`src/rtl/four_bit_adder_sync_pkg.sv`:
```
// Purpose: shared width constant and operand type for the registered nibble adder.
// Latency: n/a (types and constants only).
// Backpressure: n/a.
package four_bit_adder_sync_pkg;

    localparam int ADDER_WIDTH = 4;

    typedef logic [ADDER_WIDTH-1:0] nibble_t;

endpackage : four_bit_adder_sync_pkg

```
`src/rtl/four_bit_adder_sync_full_adder.sv`:
```
// Purpose: single-bit full adder, one link of the ripple carry chain.
// Latency: combinational, zero cycles.
// Backpressure: none; pure function of its inputs.
module full_adder (
    input  logic a,
    input  logic b,
    input  logic cin,
    output logic s,
    output logic cout
);

    // Sum bit and majority carry for this bit position.
    always_comb begin
        s    = a ^ b ^ cin;
        cout = (a & b) | (a & cin) | (b & cin);
    end

endmodule : full_adder

```
`src/rtl/four_bit_adder_sync.sv`:
```
// Purpose: registered WIDTH-bit ripple adder with carry in/out and signed overflow.
// Latency: 1 cycle from in_valid sample to out_valid; one result per cycle.
// Backpressure: none; a new operation is accepted on every cycle in_valid is high.
module four_bit_adder_sync
    import four_bit_adder_sync_pkg::*;
#(
    parameter int WIDTH = ADDER_WIDTH
) (
    input  logic             clk,
    input  logic             rst,
    input  logic [WIDTH-1:0] a,
    input  logic [WIDTH-1:0] b,
    input  logic             cin,
    input  logic             in_valid,
    output logic [WIDTH-1:0] sum,
    output logic             cout,
    output logic             ovf,
    output logic             out_valid
);

    // carry[i] is the carry into bit i; carry[WIDTH] is the carry out of the MSB.
    logic [WIDTH:0]   carry;
    logic [WIDTH-1:0] sum_d;
    logic             cout_d;
    logic             ovf_d;

    logic [WIDTH-1:0] sum_q;
    logic             cout_q;
    logic             ovf_q;
    logic             vld_q;

    assign carry[0] = cin;

    genvar i;
    generate
        for (i = 0; i < WIDTH; i++) begin : g_fa
            full_adder u_fa (
                .a    (a[i]),
                .b    (b[i]),
                .cin  (carry[i]),
                .s    (sum_d[i]),
                .cout (carry[i+1])
            );
        end
    endgenerate

    // Overflow when the carry into the sign bit differs from the carry out of it.
    always_comb begin
        cout_d = carry[WIDTH];
        ovf_d  = carry[WIDTH] ^ carry[WIDTH-1];
    end

    // Result registers load only on a valid sample; reset wins over in_valid.
    always_ff @(posedge clk) begin
        if (rst) begin
            sum_q  <= '0;
            cout_q <= 1'b0;
            ovf_q  <= 1'b0;
        end else if (in_valid) begin
            sum_q  <= sum_d;
            cout_q <= cout_d;
            ovf_q  <= ovf_d;
        end
    end

    // Valid flag pulses for exactly the cycle following each accepted operation.
    always_ff @(posedge clk) begin
        if (rst) begin
            vld_q <= 1'b0;
        end else begin
            vld_q <= in_valid;
        end
    end

    assign sum       = sum_q;
    assign cout      = cout_q;
    assign ovf       = ovf_q;
    assign out_valid = vld_q;

endmodule : four_bit_adder_sync

```
`config.mk`:
```
export PLATFORM = sky130hd
export DESIGN_NAME = four_bit_adder_sync
export DESIGN_NICKNAME = d
export VERILOG_FILES = /design/src/rtl/four_bit_adder_sync_pkg.sv /design/src/rtl/four_bit_adder_sync_full_adder.sv /design/src/rtl/four_bit_adder_sync.sv
export SDC_FILE = /design/constraint.sdc
export NUM_CORES = 1
export LEC_CHECK = 0
export CAP_MARGIN = 40
export CORE_AREA = 10 10 47 49
export CTS_BUF_LIST = sky130_fd_sc_hd__clkbuf_8
export DETAILED_ROUTE_END_ITERATION = 8
export DIE_AREA = 0 0 57 59
export PLACE_DENSITY = 0.68
export SYNTH_ARGS = -nofsm -noshare
export SYNTH_HDL_FRONTEND = slang
export SYNTH_SLANG_ARGS = --single-unit
```
`constraint.sdc`:
```
create_clock -name clk -period 2.6 [get_ports clk]
set_input_delay 0.26 -clock clk [delete_from_list [all_inputs] [get_ports clk]]
set_output_delay 0.26 -clock clk [all_outputs]
set_load 0.01 [all_outputs]
```
==> summary.txt <==
arrival time worst endpoint: 2.43 ns
Hold EP: sum[0]$_SDFFE_PP0P_
initial antenna violation count: 0
Reg2Reg Launch Point: ovf$_SDFFE_PP0P_
Worst R2R End: ovf$_SDFFE_PP0P_
Root Buffer: clkbuf_8
fin crit period: 2.29 ns
post-CTS resize count: 0
Layout area overhead: 65.6%
Post-Syn Nets: 49
largest area contributor in the netlist: dfxtp_1
CTS Buffer Depth: 2
FF/Latch Area: 140 sq um
Overall Global Routing Usage: 0.0478
Max Cap Viol: 0
DRT antenna net count: 0
DRC Markers: 0
syn avg cell area: 10.8 sq um
Largest stage delay, worst path: 0.42 ns
CTS Sinks: 7
most used cell, CP: fa_1
Worst setup SP type: primary input
postcts setup bufs: 0
slowest CP cell: fa_1
Cell Rows: 14
largest cells by area after synthesis: dfxtp_1, fa_1, inv_1, a211oi_1, mux2i_1
HPWL after DPL: 666 microns
hold depth: 2
Die H: 59 microns
Core Footprint: 0.00140 sq mm
via count: 282
Fillers: 145
Worst-path clk slew: 0.04 ns
outcome: finished clean
Synth Instances: 33
worst-path fanout max: 2
number of CTS-inserted buffers: 3
FF-to-FF path depth: 2
grt met1 use: 0.0457
Starting Density: 0.254
Slew Viols, Final: 0
GR peak layer: met2
vias per inst: 4.03
Seq/Total Area, Yosys: 0.393
share of layout cells above drive strength 1: 0.0741
Leak: 0.000264 uW
vias in the first global route: 294
Setup crit end kind: flop
Slew headroom: 0.752
Worst-Skew Late Latency: 0.22 ns
CP cell instances: clkdlybuf4s50_1, inv_1, fa_1, inv_1, fa_1, fa_1, inv_1, fa_1, a211oi_1
IO Pins: 19
Ys Warns: 0
setup TNS: 0 ns
endpoints failing setup: 0
commonest non-fill, non-tap cell in the layout: clkdlybuf4s50_1
Worst Tran Pin Value: 0.371 ns
#FFs+latches synth: 7
area of the multi-input gates: 179 sq um
class of the worst hold path: flop to flop
H-tree Lvls: 1
GPL Wtd Cong: 0.654
# port buffers: 18
largest net degree at the start of global routing: 11
Wirelength per Cell: 10.9 microns
hold_buf cts: 0
Ant. Diodes: 0
met3 global-route usage: 0.0386
worst hold start: sum[0]$_SDFFE_PP0P_
Fmax: 436 MHz
RSZ-0062 raised after global routing: no
commonest cells after routing, fill and taps aside: clkdlybuf4s50_1, inv_1, dfxtp_1, nor2_1, fa_1
1st-pass router iterations: 4
Worst Path Required: 2.74 ns
first-pass GRT wire length: 1270 microns
family with the most delay on the worst path: adder cells
CTS tree: built
crit path buf inv count: 4
nets: 71
aggregate routed wire length: 762 microns
Power Density: 587 mW/mm^2
final hold viol count: 0
die width: 57 microns
die area: 0.00336 sq mm
Final period util: 0.881
Power Total: 347 uW
top-area cell type share of the netlist area: 0.393
M2 GR Usage: 0.0791
Netlist cell types: 11
clock skew: 0 ns
drt initial violations: 7
grt total ovfl: 0
Max rail drop VDD: 247 uV
Synth Cell Area: 357 sq um
critical path type: primary input to flop
R2R Setup Slk: 1.90 ns
-- power breakdown --
| group | internal (uW) | total [uW] | switching (uW) |
|---|---|---|---|
| Clock | 102 | 147 | 45.0 |
| Sequential | 118 | 122 | 4.29 |
| Combinational | 47.5 | 77.7 | 30.2 |
-- kinds of logic (layout without fill, tap and decap cells) --
kind of cell | after synthesis | count (layout) | synth area share
compound gates | 4 | 4 | 0.0842
xor+xnor | 1 | 1 | 0.0246
fa+ha+maj | 4 | 4 | 0.225
buf+inv | 8 | 29 | 0.105
flops | 7 | 7 | 0.393
mux | 2 | 2 | 0.0561
simple gates | 7 | 7 | 0.112
-- worst max path at each step --
stage          slack [ns]             endpoint  cells past startpoint  from
2_1_floorplan        0.55  sum[3]$_SDFFE_PP0P_                      8  a[0]
3_3_place_gp         0.09  sum[3]$_SDFFE_PP0P_                      9  a[0]
3_5_place_dp         0.06  sum[3]$_SDFFE_PP0P_                      9  a[0]
4_1_cts              0.29  sum[3]$_SDFFE_PP0P_                      9  a[0]
5_1_grt              0.19  sum[3]$_SDFFE_PP0P_                      9  a[0]
6_report             0.31  sum[3]$_SDFFE_PP0P_                      9  a[0]
-- worst register-to-register path: cells and delay by family (launching register included) --
family           cells  cell delay (ns)
flip-flops           1             0.30
AO/OA/AOI/OAI        1             0.16
AND/OR/NAND/NOR      1             0.13
-- metal layers --
layer | vias to the layer above | wire [microns]
li1 | 142 | -
met1 | 132 | 275
met2 | 8 | 414
met3 | 0 | 72
met4 | 0 | 0
met5 | - | 0
-- registers in the layout (all words and copies together) (netlist names) --
register and flops:
sum 4, cout 1, out_valid 1, ovf 1
-- stage by stage --
stage          utilization  area (sq um)  worst slack, ns  hold slack (ns)  std cells
2_1_floorplan            -           357            0.555            0.328         33
6_report             0.421           591            0.308            0.477         70
5_1_grt              0.421           591            0.189            0.499         70
3_5_place_dp         0.389           546           0.0590            0.474         66
4_1_cts              0.421           591            0.289            0.476         70
3_3_place_gp         0.389           546           0.0940            0.466         66
-- Yosys cell counts --
| master | n |
|---|---|
| buf_6 | 1 |
| xnor2_1 | 1 |
| dfxtp_1 | 7 |
| nor2b_4 | 1 |
| a21o_1 | 1 |
| fa_1 | 4 |
| a211oi_1 | 3 |
| inv_1 | 7 |
| mux2i_1 | 2 |
| nor2_1 | 5 |
| nor3b_1 | 1 |
-- layout make-up --
type	count	area share
multi-input combinational	18	0.303
tap	16	0.0339
sequential	7	0.237
inverter	7	0.0445
clock buffer	3	0.0699
clock inverter	1	0.00636
timing repair buffer	18	0.305
(Power assumes the default switching activity.)
